<file path="src/rtl/spi_reg_peripheral.sv">
// SPI mode-0 target bridging a host to a register interface: command byte (R/W + addr), then dsz data bits.
// Optional SPI_CIPO_HIZ_EN: release spi_cipo to high-Z while the synchronised chip select is high.
module spi_reg_peripheral #(
    parameter int dsz = 32
) (
    input  logic           clk,
    input  logic           reset,
    input  logic           spi_clk,
    input  logic           spi_cs,
    input  logic           spi_copi,
    output logic           spi_cipo,
    output logic           we,
    output logic           re,
    output logic [6:0]     addr,
    output logic [dsz-1:0] wdat,
    input  logic [dsz-1:0] rdat,
    output logic           mosi_cnt_is_zero,
    output logic           spi_reset
);

    localparam int CW = $clog2(dsz + 9);
    localparam logic [CW-1:0] CNT_CMD_LAST  = CW'(7);
    localparam logic [CW-1:0] CNT_CMD       = CW'(8);
    localparam logic [CW-1:0] CNT_DATA_LAST = CW'(dsz + 7);
    localparam logic [CW-1:0] CNT_END       = CW'(dsz + 8);

    logic [2:0]     sclk_sync_r;
    logic [2:0]     cs_sync_r;
    logic [1:0]     copi_sync_r;
    logic [CW-1:0]  cnt_r;
    logic [dsz-2:0] in_sr_r;
    logic [dsz-1:0] out_sr_r;
    logic           rw_r;
    logic           load_r;
    logic           cipo_r;
    logic           we_r;
    logic           re_r;
    logic           spi_reset_r;
    logic [6:0]     addr_r;
    logic [dsz-1:0] wdat_r;

    logic sclk_rise_s;
    logic sclk_fall_s;
    logic cs_rise_s;
    logic cs_s;
    logic copi_s;

    assign sclk_rise_s = sclk_sync_r[1] & ~sclk_sync_r[2];
    assign sclk_fall_s = ~sclk_sync_r[1] & sclk_sync_r[2];
    assign cs_rise_s   = cs_sync_r[1] & ~cs_sync_r[2];
    assign cs_s        = cs_sync_r[1];
    assign copi_s      = copi_sync_r[1];

    // Two-stage synchronisers plus one history stage for edge detection.
    always_ff @(posedge clk) begin
        if (!reset) begin
            sclk_sync_r <= 3'b000;
            cs_sync_r   <= 3'b111;
            copi_sync_r <= 2'b00;
        end else begin
            sclk_sync_r <= {sclk_sync_r[1:0], spi_clk};
            cs_sync_r   <= {cs_sync_r[1:0], spi_cs};
            copi_sync_r <= {copi_sync_r[0], spi_copi};
        end
    end

    // Frame engine: bit counter, shifters, command decode and strobes.
    always_ff @(posedge clk) begin
        if (!reset) begin
            cnt_r       <= '0;
            in_sr_r     <= '0;
            out_sr_r    <= '0;
            rw_r        <= 1'b0;
            load_r      <= 1'b0;
            cipo_r      <= 1'b0;
            we_r        <= 1'b0;
            re_r        <= 1'b0;
            spi_reset_r <= 1'b0;
            addr_r      <= 7'h00;
            wdat_r      <= '0;
        end else begin
            we_r        <= 1'b0;
            re_r        <= 1'b0;
            load_r      <= 1'b0;
            spi_reset_r <= cs_rise_s;
            if (cs_s) begin
                cnt_r    <= '0;
                in_sr_r  <= '0;
                out_sr_r <= '0;
                rw_r     <= 1'b0;
                cipo_r   <= 1'b0;
            end else begin
                if (sclk_rise_s && (cnt_r != CNT_END)) begin
                    cnt_r   <= cnt_r + CW'(1);
                    in_sr_r <= {in_sr_r[dsz-3:0], copi_s};
                    // Completing the command byte: in_sr_r[6] holds the R/W bit.
                    if (cnt_r == CNT_CMD_LAST) begin
                        addr_r <= {in_sr_r[5:0], copi_s};
                        rw_r   <= in_sr_r[6];
                        re_r   <= in_sr_r[6];
                        load_r <= in_sr_r[6];
                    end else if ((cnt_r == CNT_DATA_LAST) && !rw_r) begin
                        wdat_r <= {in_sr_r, copi_s};
                        we_r   <= 1'b1;
                    end else begin
                        wdat_r <= wdat_r;
                    end
                end else begin
                    cnt_r <= cnt_r;
                end
                // Read data is captured the cycle after re; it reaches the pin on the following falling edges.
                if (load_r) begin
                    out_sr_r <= rdat;
                end else if (sclk_fall_s && rw_r && (cnt_r >= CNT_CMD) && (cnt_r != CNT_END)) begin
                    cipo_r   <= out_sr_r[dsz-1];
                    out_sr_r <= {out_sr_r[dsz-2:0], 1'b0};
                end else begin
                    out_sr_r <= out_sr_r;
                end
            end
        end
    end

    assign we               = we_r;
    assign re               = re_r;
    assign addr             = addr_r;
    assign wdat             = wdat_r;
    assign spi_reset        = spi_reset_r;
    assign mosi_cnt_is_zero = (cnt_r == '0);

`ifdef SPI_CIPO_HIZ_EN
    assign spi_cipo = cs_s ? 1'bz : cipo_r;
`else
    assign spi_cipo = cs_s ? 1'b0 : cipo_r;
`endif

endmodule

</file>
<file path="config.mk">
export PLATFORM = sky130hd
export DESIGN_NAME = spi_reg_peripheral
export DESIGN_NICKNAME = d
export VERILOG_FILES = /design/src/rtl/spi_reg_peripheral.sv
export SDC_FILE = /design/constraint.sdc
export NUM_CORES = 1
export LEC_CHECK = 0
export CORE_MARGIN = 2
export CORE_UTILIZATION = 30
export CTS_CLUSTER_DIAMETER = 80
export DETAILED_ROUTE_END_ITERATION = 6
export PLACE_DENSITY = 0.48
export SLEW_MARGIN = 20
export SYNTH_ARGS = -nofsm -noshare
export SYNTH_HDL_FRONTEND = slang
export SYNTH_SLANG_ARGS = --single-unit
</file>
<file path="constraint.sdc">
create_clock -name clk -period 4.32 [get_ports clk]
set_input_delay 1.08 -clock clk [delete_from_list [all_inputs] [get_ports clk]]
set_output_delay 1.08 -clock clk [all_outputs]
set_load 0.01 [all_outputs]
</file>
**After elaboration in Yosys (flattened, before gate mapping)**

Cells that the tools add are included.

- ROM bits: 0
- Bits in writable memories: 0
- Register bits: 121
- Output and inout bits: 44
- Bits in latches: 0
- Memories kept: 0
- Bits of input ports: 37
- Logic and storage cells: 48

- Equal/unequal tests: 3
- Mux-type cells: 4
- Magnitude comparators: 1
- Reduce and logical (&&, ||, !) cells: 15
- Bitwise gates (word level): 11
- Add/sub/neg operators: 1
- Shifts and indexed selects: 0
- Div/mod/pow operators: 0
- $mul: 0

Operators by type and width:

| cell | number |
|---|---|
| 2-to-1 mux 32 bit | 2 |
| inverter 1 bit | 8 |
| OR reduction 4 bit | 2 |
| adder 6 x 1 -> 6 bit (second input constant) | 1 |
| == test 6 x 3 -> 1 bit (second input constant) | 1 |
| == test 6 bit (second input constant) | 1 |
| greater-or-equal comparator 6 x 4 -> 1 bit (second input constant) | 1 |
| logical NOT 6 bit | 1 |
| inequality test 6 bit (second input constant) | 1 |
| logical AND 1 bit | 5 |
| AND reduction 2 bit | 2 |
| AND reduction 4 bit | 1 |
| bitwise AND 1 bit | 3 |
| AND reduction 3 bit | 1 |
| 2-to-1 mux 1 bit | 2 |
| nonzero test 2 bit | 1 |
| OR reduction 2 bit | 1 |
| logical NOT 1 bit | 1 |

**Depth between registers and ports, before layout**

Gate-level depths: netlist of the first run.

- Depth after elaboration: 7
- Depth in mapped cells: 8
- Gate-level depth less buffers: 6

**Worst setup path before layout of the first run**

OpenSTA, ideal clock, no wires.

- Kind: register to output
- Start point: reg cnt_r[3]
- End point: out mosi_cnt_is_zero
- Arrival: 1.070 ns
- Slack: 2.170 ns
- Cell stages (with the launch flop): 3
- Required time: 3.240 ns
- Path through: dfxtp_1 or3_4 nor3b_1

- Longest elaborated chain between the ends: 1

Ends and longest elaborated chain:

| element | RTL line | source |
|---|---|---|
| start: declaration | 30 | `logic [CW-1:0] cnt_r;` |
| start signal: assignment | 94 | `cnt_r <= cnt_r + CW'(1);` |
| start signal: assignment | 109 | `cnt_r <= cnt_r;` |
| logical NOT 6 bit | 129 | `assign mosi_cnt_is_zero = (cnt_r == '0);` |
| end: declaration | 17 | `output logic mosi_cnt_is_zero,` |

No other way between the ends.

**Worst setup path in the final report of the first run**

Same ends and word-level chain as after synthesis.

==> qor.txt, run 1 <==
==================================================================================
Outcome                                                               finished clean
Count of pins over their slew limit                                              0
First-pass detailed-route iteration total                                        6
GRT Residual Overflow                                                            0
Total inserted antenna cells                                                     0
Number of primary I/O pins                                                      81
Routed length per instance                                                 13.6 um
TritonCTS clock tree                                                         built
Area share of and/or/nand/nor cells after synthesis                          16.6%
Share of final-layout standard cells stronger than drive strength 1          9.35%
Post-synthesis area per instance                                         10.0 um^2
Overall fraction of global-route tracks in use                               12.7%
Critical path launch point type                                           register
Number of antenna violations at the first check in global routing                0
Clock-pin slew on the worst setup and hold paths                           0.05 ns
VDD IR-drop max                                                           0.264 mV
Adder-Cell Fraction of Synth Area                                           0.570%
Crit Path Class                                                       register to primary output
Via count of the first global-routing pass                                   3,267
Number of nets at the end of the flow                                          551
Share of flip-flops with an asynchronous set or reset                           0%
Register bit total from synthesis                                              121
Post-Place Worst Slack                                                    0.985 ns
# rows                                                                          44
Non-filler cells, final                                                        708
Startpoint of the tightest hold check path                            cs_sync_r[2]$_SDFF_PN1_
Vias/cell                                                                     4.71
Post-synthesis compound-gate area fraction                                   14.8%
Static leakage power                                                       2.06 nW
Maximum operating frequency                                                319 MHz
Crit Reg-Reg Endpoint                                                 in_sr_r[26]$_SDFFE_PP0P_
Half-perimeter wire length after placement                                 6.37 mm
Unique masters post-synth                                                       41
Syn Nets                                                                       477
Die span in y                                                               125 um
Largest fanout of any net on the critical path                                   6
# placed instances                                                             677
Crit path DAT                                                              2.06 ns
Growth of design area from synthesis to finish                               35.6%
Share of the synthesized area in the top cell type                           55.2%
Total standard cell area after synthesis                                 4390 um^2
Top post-synthesis cells by area                                      dfxtp_1 55%, mux2i_1 7.5%, a22o_1 6.2%, nand2_1 6.0%, o221ai_1 4.8%
Via Count                                                                    3,332
Critical path required time                                                3.24 ns
RD Place Congestion                                                          0.753
Fill cell count                                                              1,437
Synthesized instance count                                                     438
Worst slew margin relative to its limit                                      39.5%
Width of the die                                                            125 um
Share of the yosys chip area belonging to registers                          55.2%
Main combinational cell family by area after synthesis                simple AND/OR/NAND/NOR gates
Pwr Total                                                                  2.69 mW
Number of cells on the worst reg-to-reg path                                     7
Number of synthesis warnings                                                     0
Primary flip-flop cell chosen by synthesis mapping                         dfxtp_1
Clock network latency to the later pin of the worst-skew pair              0.41 ns
Fin Hold WS                                                               0.378 ns
Number of hold violations in the final report                                    0
Share of the cycle needed by the critical path after routing                 72.6%
Sum of routed wire length over all layers                                  9.63 mm
Max Cap Violations                                                               0
Total Neg Setup Slack                                                         0 ns
Remaining number of nets flagged by the antenna check after routing              0
Buffers on Ports                                                                80
Maximum clock insertion buffer count                                             2
Cts-stage hold buffer count                                                      0
Worst setup EP type                                                   primary output
PD cells                                                               452 nW/um^2
Number of failing setup endpoints in the final timing report                     0
Worst hold path depth                                                            1
Count of clock tree sinks                                                      121
Post-Synth XOR/XNOR Area                                                    0.798%
Multiplexer share of the synthesized area                                    7.78%
Worst Hold Class                                                      register to register
Reg2Reg Setup Slack                                                        1.91 ns
Core footprint                                                         14,400 um^2
Number of enable-type register cells in the synthesized netlist                  0
Worst-case clock skew                                                   0.00744 ns
Tightest Pin Transition                                                   0.907 ns
Worst-case hold path end point                                        spi_reset$_SDFF_PN0_
Worst Slack Setup Final                                                    1.18 ns
Count of H-tree levels built during CTS                                          4
Time the final worst path needs with I/O delays and setup                  3.14 ns
Global-route wire length before repair                                     16.0 mm
TritonCTS buffer count                                                          17
DRC violation total after the first TritonRoute iteration                      127
Unrepaired setup endpoints after global routing                              false
Launching point of the worst reg2reg path                             cnt_r[0]$_SDFFE_PP0P_
Multi-input gate area                                                    1790 um^2
Floorplan die area                                                     15,600 um^2
Largest net degree at the start of global routing                               46
Sequential cell area                                                     2420 um^2
Cell at the root of the clock tree                                       clkbuf_16
Post-CTS setup repair buffer count                                               0
Post-CTS Resized                                                                 0
Starting Density                                                             30.4%
Number of remaining DRC errors                                                   0
Area leader, netlist                                                       dfxtp_1
==================================================================================
==> power breakdown <==
| part | total (mW) | leakage, nW | internal (mW) | switching [mW] |
|---|---|---|---|---|
| combinational | 0.0671 | 0.785 | 0.0389 | 0.0282 |
| sequential | 1.12 | 0.976 | 1.12 | 0.00218 |
| clock | 1.50 | 0.304 | 1.01 | 0.494 |
| total | 2.69 | 2.06 | 2.17 | 0.524 |
==> synth_stat cells, types with 4 or more instances <==
cell and number:
dfxtp_1 121, clkbuf_1 15, nand2b_1 4, nand3_1 8, a31oi_1 5, nor2_1 41, a22o_1 31, nor2b_1 4
buf_2 10, o21ai_0 12, xnor2_1 4, nand2_1 70, buf_4 4, and3_1 6, mux2i_1 33, and2_1 12
inv_1 4, o221ai_1 24
==> cell type report <==
type,count,area share (%)
sequential,121,40.7
multi-input combinational,280,30.1
timing repair buffer,87,14.3
clock buffer,20,7.84
tap,184,3.87
clock inverter,11,2.86
inverter,5,0.315
==> cells by family (layout without fill, tap and decap cells) <==
family,count (synthesis),in the layout
adders and majority gates,2,2
xor gates and xnor gates,4,4
AOI/OAI and AO/OA,83,83
and+or+nand+nor,157,157
DFF,121,121
muxes,34,34
buffers and inverters,37,123
==> layer usage <==
layer	global-route usage, %	vias up	part of all wire, %
met1	15.6	1561	48
met3	3.72	15	3.4
met5	0	-	0
met4	6.73	0	2.2
met2	20.2	69	46
li1	-	1687	-
==> critical path, cell delays in order, from the launching register on <==
cell and delay, ns:
dfxtp_1 0.38, or3_4 0.43, nor3b_1 0.24, clkdlybuf4s50_1 0.60
==> cell usage in the layout (no fill, tap or decap), drive strengths merged, types with 4 or more instances in the layout <==
cell type	count
a22o	31
nand2b	4
nand3	8
dfxtp	121
nand2	71
a31oi	5
and2	12
a21oi	4
inv	4
buf	7
nor2	41
and3	6
clkdlybuf4s50	80
o221ai	24
mux2i	33
clkinv	5
clkbuf	20
xnor2	4
nor2b	4
bufinv	4
o21ai	14
==> how the worst max path moves through the flow <==
stage	startpoint	endpoint
after detailed placement	reset	out_sr_r[29]$_SDFFE_PP0P_
final	cnt_r[3]$_SDFFE_PP0P_	mosi_cnt_is_zero
after CTS	cnt_r[3]$_SDFFE_PP0P_	mosi_cnt_is_zero
after global placement	reset	out_sr_r[26]$_SDFFE_PP0P_
after global routing	cnt_r[3]$_SDFFE_PP0P_	mosi_cnt_is_zero
after floorplan	cnt_r[3]$_SDFFE_PP0P_	mosi_cnt_is_zero
==> stage by stage <==
| step | utilization, % | instance area, um^2 |
|---|---|---|
| global route | 41.3 | 5950 |
| detailed placement | 36.9 | 5320 |
| finish | 41.3 | 5950 |
| floorplan | - | 4390 |
| CTS | 41.3 | 5950 |
| global placement | 36.9 | 5320 |
==> flip-flops by register name (all words and copies together) (netlist names), 2 cells and up <==
register,cells
cnt_r,6
copi_sync_r,2
cs_sync_r,3
wdat,32
addr,7
in_sr_r,31
sclk_sync_r,3
out_sr_r,32
(Power assumes the default switching activity.)
==> run 2, diff against run 1 <==
--- a/config.mk
+++ b/config.mk
@@ -9,7 +9,7 @@
 export CORE_UTILIZATION = 30
 export CTS_CLUSTER_DIAMETER = 80
 export DETAILED_ROUTE_END_ITERATION = 6
-export PLACE_DENSITY = 0.48
+export PLACE_DENSITY = 0.5
 export SLEW_MARGIN = 20
 export SYNTH_ARGS = -nofsm -noshare
 export SYNTH_HDL_FRONTEND = slang
==> constraint.sdc (replaced) <==
create_clock -name clk -period 2.8 [get_ports clk]
set_input_delay 0.7 -clock clk [delete_from_list [all_inputs] [get_ports clk]]
set_output_delay 0.7 -clock clk [all_outputs]
set_load 0.01 [all_outputs]
==> run 2 against run 1 <==
Die area unchanged. Clock skew shrank 0.0018 ns. First-iteration DRC count is 66% higher. Final area is 0.78% higher. Routed wire length rose by 0.54%. Utilization rose by 0.32 points. Largest power group unchanged.
==> qor.txt, run 2 (synthesis results as in run 1) <==
==================================================================================
Count of clock tree sinks                                                      121   unchanged
Share of the cycle needed by the critical path after routing                 88.5%
Share of final-layout standard cells stronger than drive strength 1          9.47%   was 9.35%
Cell at the root of the clock tree                                       clkbuf_16   unchanged
Clock network latency to the later pin of the worst-skew pair              0.41 ns   about the same
Most common cell after layout, fill and taps aside                         dfxtp_1   unchanged
Growth of design area from synthesis to finish                               36.6%   was 35.6%
# rows                                                                          44   unchanged
Worst slew margin relative to its limit                                      39.4%   was 39.5%
Starting Density                                                             30.4%   unchanged
Critical path required time                                                2.10 ns   was 3.24 ns
Tightest Pin Transition                                                   0.909 ns   was 0.907 ns
Half-perimeter wire length after placement                                 6.44 mm   was 6.37 mm
Post-CTS Resized                                                                 1   was 0
Number of remaining DRC errors                                                   0   unchanged
Routed length per instance                                                 13.6 um   about the same
DRC violation total after the first TritonRoute iteration                      211   was 127
Floorplan die area                                                     15,600 um^2   unchanged
Total inserted antenna cells                                                     0   unchanged
TritonCTS buffer count                                                          17   unchanged
Critical path launch point type                                           register   unchanged
Crit Path Class                                                       register to primary output   unchanged
Cts-stage hold buffer count                                                      0   unchanged
Crit path DAT                                                              1.78 ns   was 2.06 ns
Overall fraction of global-route tracks in use                               12.9%   was 12.7%
Width of the die                                                            125 um   unchanged
First-pass detailed-route iteration total                                        4   was 6
Reg2Reg Setup Slack                                                        0.64 ns   was 1.91 ns
GRT Residual Overflow                                                            0   unchanged
Number of antenna violations at the first check in global routing                0   unchanged
Via count of the first global-routing pass                                   3,296   was 3,267
Vias/cell                                                                     4.74   was 4.71
Remaining number of nets flagged by the antenna check after routing              0   unchanged
Worst Hold Class                                                      register to register   unchanged
Fin Hold WS                                                               0.396 ns   was 0.378 ns
Sum of routed wire length over all layers                                  9.69 mm   was 9.63 mm
Worst-case clock skew                                                   0.00563 ns   was 0.00744 ns
Static leakage power                                                       2.09 nW   was 2.06 nW
Max Cap Violations                                                               0   unchanged
Unrepaired setup endpoints after global routing                              false   unchanged
Count of H-tree levels built during CTS                                          4   unchanged
Number of failing setup endpoints in the final timing report                     0   unchanged
Post-CTS setup repair buffer count                                               0   unchanged
Number of primary I/O pins                                                      81   unchanged
Largest net degree at the start of global routing                               45   was 46
Worst Slack Setup Final                                                   0.321 ns   was 1.18 ns
VDD IR-drop max                                                           0.434 mV   was 0.264 mV
Time the final worst path needs with I/O delays and setup                  2.48 ns
RD Place Congestion                                                          0.755   was 0.753
Largest fanout of any net on the critical path                                   6   unchanged
Post-Place Worst Slack                                                    0.246 ns   was 0.985 ns
Final core area utilization                                                  41.6%   was 41.3%
Most frequent cells in the layout                                     121 x dfxtp_1, 79 x clkdlybuf4s50_1, 70 x nand2_1, 41 x nor2_1, 33 x mux2i_1   was 121 x dfxtp_1, 80 x clkdlybuf4s50_1, 70 x nand2_1, 41 x nor2_1, 33 x mux2i_1
Worst setup EP type                                                   primary output   unchanged
TritonCTS clock tree                                                         built   unchanged
Clock-pin slew on the worst setup and hold paths                           0.05 ns   about the same
Buffers on Ports                                                                80   unchanged
Core footprint                                                         14,400 um^2   unchanged
Total Neg Setup Slack                                                         0 ns   unchanged
Outcome                                                               finished clean   unchanged
Global-route wire length before repair                                     16.1 mm   was 16.0 mm
Die span in y                                                               125 um   unchanged
Maximum clock insertion buffer count                                             2   unchanged
PD cells                                                               706 nW/um^2   was 452 nW/um^2
Number of nets at the end of the flow                                          555   was 551
Pwr Total                                                                  4.23 mW   was 2.69 mW
Via Count                                                                    3,372   was 3,332
Count of pins over their slew limit                                              0   unchanged
Maximum operating frequency                                                403 MHz
Number of hold violations in the final report                                    0   unchanged
==================================================================================
==> run 2: changes by cell type in the layout (fill, tap and decap cells not counted), sizes merged <==
| cell | previous run | this run |
|---|---|---|
| buf | 7 | 11 |
| clkbuf | 20 | 24 |
| clkinv | 5 | 2 |
| clkinvlp | 3 | 1 |
| bufinv | 4 | 5 |
| clkdlybuf4s50 | 80 | 79 |
| dlygate4sd2 | 0 | 1 |
==> run 2: stage by stage <==
stage / instance area (um^2) / instances
2_1_floorplan: 4390 / 438
3_3_place_gp: 5350 / 681
3_5_place_dp: 5350 / 681
4_1_cts: 6000 / 712
5_1_grt: 6000 / 712
6_report: 6000 / 712
==> run 2: layout make-up <==
cell class | count | area, um^2
Inverter | 5 | 18.8
Multi-Input combinational cell | 280 | 1790
Clock buffer | 24 | 492
Timing Repair Buffer | 91 | 882
Sequential cell | 121 | 2420
Fill cell | 1401 | 8420
Tap cell | 184 | 230
Clock inverter | 7 | 163
==> run 2: final timing paths <==
kind,start,end,cells after the start
worst max register to register,cnt_r[0]$_SDFFE_PP0P_,out_sr_r[18]$_SDFFE_PP0P_,6
worst max-delay path,cnt_r[3]$_SDFFE_PP0P_,mosi_cnt_is_zero,3
worst min register to register,cs_sync_r[2]$_SDFF_PN1_,spi_reset$_SDFF_PN0_,1
worst min-delay path,cs_sync_r[2]$_SDFF_PN1_,spi_reset$_SDFF_PN0_,1
==> run 2: routing by layer <==
metal | wire length, um | GRT usage (%) | vias up
met3 | 358 | 4.24 | 19
met1 | 4640 | 16.4 | 1589
met2 | 4470 | 19.8 | 63
met5 | 0 | 0 | -
met4 | 216 | 6.47 | 0
li1 | - | - | 1701
==> run 2: power by group <==
part	total (mW)	internal [mW]	switching (mW)
registers	1.73	1.73	0.00342
clock network	2.40	1.67	0.728
logic	0.106	0.0617	0.0439
==> run 2: worst max-delay path: stages (launching register included) <==
cell and delay [ns]:
dfxtp_1 0.37, or3_4 0.43, nor3b_1 0.24, dlygate4sd2_1 0.33
==> run 3, diff against run 2 <==
--- a/config.mk
+++ b/config.mk
@@ -9,6 +9,7 @@
 export CORE_UTILIZATION = 30
 export CTS_CLUSTER_DIAMETER = 80
 export DETAILED_ROUTE_END_ITERATION = 6
+export MAX_ROUTING_LAYER = met4
 export PLACE_DENSITY = 0.5
 export SLEW_MARGIN = 20
 export SYNTH_ARGS = -nofsm -noshare
==> run 3 against run 2 <==
Sequential share of layout area is the same. Count of clock-buffer cells in the layout is the same. First-iteration DRC count shrank 10%. Die area is the same. Largest power group unchanged. Highest routed layer unchanged. Total power grew 0.11%. Non-clock buffer count is the same.
==> qor.txt, run 3 (synthesis results as in run 1) <==
==================================================================================
Outcome                                                               finished clean   unchanged
Clock-pin slew on the worst setup and hold paths                           0.05 ns   about the same
Post-CTS setup repair buffer count                                               0   unchanged
Clock network latency to the later pin of the worst-skew pair              0.41 ns   about the same
TritonCTS buffer count                                                          17   unchanged
Number of hold violations in the final report                                    0   unchanged
Number of nets at the end of the flow                                          555   unchanged
VDD IR-drop max                                                           0.435 mV   was 0.434 mV
Sum of routed wire length over all layers                                  9.70 mm   was 9.69 mm
Buffers on Ports                                                                80   unchanged
Via Count                                                                    3,375   was 3,372
Relative contribution of sequential cells to total power                     40.9%   about the same
# rows                                                                          44   unchanged
GRT Residual Overflow                                                            0   unchanged
Critical path launch point type                                           register   unchanged
Share of final-layout standard cells stronger than drive strength 1          9.47%   unchanged
Maximum operating frequency                                                405 MHz   was 403 MHz
Largest fanout of any net on the critical path                                   6   unchanged
Die span in y                                                               125 um   unchanged
Overall fraction of global-route tracks in use                               13.3%   was 12.9%
Fraction of power consumed by combinational cells                             2.5%   about the same
GRT met2 Usage                                                               19.8%   about the same
Fill cell count                                                              1,401   unchanged
Met3 track demand over resource                                              3.89%   was 4.24%
Static leakage power                                                       2.09 nW   unchanged
Growth of design area from synthesis to finish                               36.6%   unchanged
Cell at the root of the clock tree                                       clkbuf_16   unchanged
Time the final worst path needs with I/O delays and setup                  2.47 ns   was 2.48 ns
Worst-case clock skew                                                   0.00556 ns   was 0.00563 ns
Layer carrying the most global-route usage                                    met2   unchanged
Core footprint                                                         14,400 um^2   unchanged
Number of failing setup endpoints in the final timing report                     0   unchanged
Total Neg Setup Slack                                                         0 ns   unchanged
Worst setup EP type                                                   primary output   unchanged
Largest net degree at the start of global routing                               45   unchanged
Unrepaired setup endpoints after global routing                              false   unchanged
First-pass detailed-route iteration total                                        4   unchanged
Internal power                                                             3.46 mW   about the same
Count of H-tree levels built during CTS                                          4   unchanged
Via count of the first global-routing pass                                   3,298   was 3,296
Maximum clock insertion buffer count                                             2   unchanged
Global-route wire length before repair                                     16.1 mm   about the same
Worst slew margin relative to its limit                                      37.3%   was 39.4%
PD cells                                                               706 nW/um^2   about the same
Crit Path Class                                                       register to primary output   unchanged
Most common cell after layout, fill and taps aside                         dfxtp_1   unchanged
Post-Place Worst Slack                                                    0.246 ns   unchanged
Number of antenna violations at the first check in global routing                0   unchanged
Worst Slack Setup Final                                                   0.330 ns   was 0.321 ns
Remaining number of nets flagged by the antenna check after routing              0   unchanged
Share of the cycle needed by the critical path after routing                 88.2%   was 88.5%
Post-CTS Resized                                                                 1   unchanged
Final core area utilization                                                  41.6%   unchanged
Half-perimeter wire length after placement                                 6.44 mm   unchanged
Switching power                                                             780 uW   was 776 uW
Non-filler cells, final                                                        712   unchanged
Met1 Track Usage GR                                                          16.6%   was 16.4%
Worst Hold Class                                                      register to register   unchanged
# placed instances                                                             681   unchanged
Vias/cell                                                                     4.74   about the same
DRC violation total after the first TritonRoute iteration                      189   was 211
Critical path required time                                                2.10 ns   about the same
Net switching fraction of the power                                          18.4%   was 18.3%
TritonCTS clock tree                                                         built   unchanged
Most frequent cells in the layout                                     121 x dfxtp_1, 79 x clkdlybuf4s50_1, 70 x nand2_1, 41 x nor2_1, 33 x mux2i_1   unchanged
Total inserted antenna cells                                                     0   unchanged
Crit path DAT                                                              1.77 ns   was 1.78 ns
Count of clock tree sinks                                                      121   unchanged
Routed length per instance                                                 13.6 um   about the same
Number of remaining DRC errors                                                   0   unchanged
Count of pins over their slew limit                                              0   unchanged
Tightest Pin Transition                                                   0.941 ns   was 0.909 ns
Starting Density                                                             30.4%   unchanged
Max Cap Violations                                                               0   unchanged
Number of primary I/O pins                                                      81   unchanged
RD Place Congestion                                                          0.765   was 0.755
Floorplan die area                                                     15,600 um^2   unchanged
Clock power frac                                                             56.6%   about the same
Width of the die                                                            125 um   unchanged
Cts-stage hold buffer count                                                      0   unchanged
==================================================================================
-- run 3: cell counts in the layout (fill, tap and decap cells not counted) --
No cell type changed its count.
-- run 3: power by group through the flow --
stage	combinational [mW]	sequential, mW	clock (mW)
final	0.106	1.73	2.40
after global routing	0.114	1.73	2.53
after CTS	0.107	1.73	2.45
after detailed placement	0.107	1.77	0
after global placement	0.107	1.77	0
after floorplan	0.0401	1.77	0
-- run 3: critical path, stage by stage, from the launching register on --
cell	delay (ns)
dfxtp_1	0.37
or3_4	0.43
nor3b_1	0.24
dlygate4sd2_1	0.32
-- run 3: worst paths after layout --
check	end	cells past startpoint	slack [ns]	from
worst min register to register	spi_reset$_SDFF_PN0_	1	0.40	cs_sync_r[2]$_SDFF_PN1_
worst max register to register	out_sr_r[18]$_SDFFE_PP0P_	6	0.65	cnt_r[0]$_SDFFE_PP0P_
worst max-delay path	mosi_cnt_is_zero	3	0.33	cnt_r[3]$_SDFFE_PP0P_
worst min-delay path	spi_reset$_SDFF_PN0_	1	0.40	cs_sync_r[2]$_SDFF_PN1_
-- run 3: final cells by class --
cell class	count	area (um^2)	area share, %
Timing Repair Buffer	91	882	14.7
Clock buffer	24	492	8.20
Multi-Input combinational cell	280	1790	29.9
Clock inverter	7	163	2.71
Inverter	5	18.8	0.313
Tap cell	184	230	3.84
Sequential cell	121	2420	40.4
-- run 3: per-layer routing --
layer  up-vias  share of wire, %
met5         -                 0
met4         0               2.3
met3        17               3.4
met2        67                46
met1      1588                48
li1       1703                 -
-- run 3: stage by stage --
| stage | area, um^2 | power (mW) | hold WS [ns] |
|---|---|---|---|
| 2_1_floorplan | 4390 | 1.81 | 0.367 |
| 3_3_place_gp | 5350 | 1.88 | 0.393 |
| 3_5_place_dp | 5350 | 1.88 | 0.397 |
| 4_1_cts | 6000 | 4.29 | 0.404 |
| 5_1_grt | 6000 | 4.38 | 0.425 |
| 6_report | 6000 | 4.24 | 0.396 |
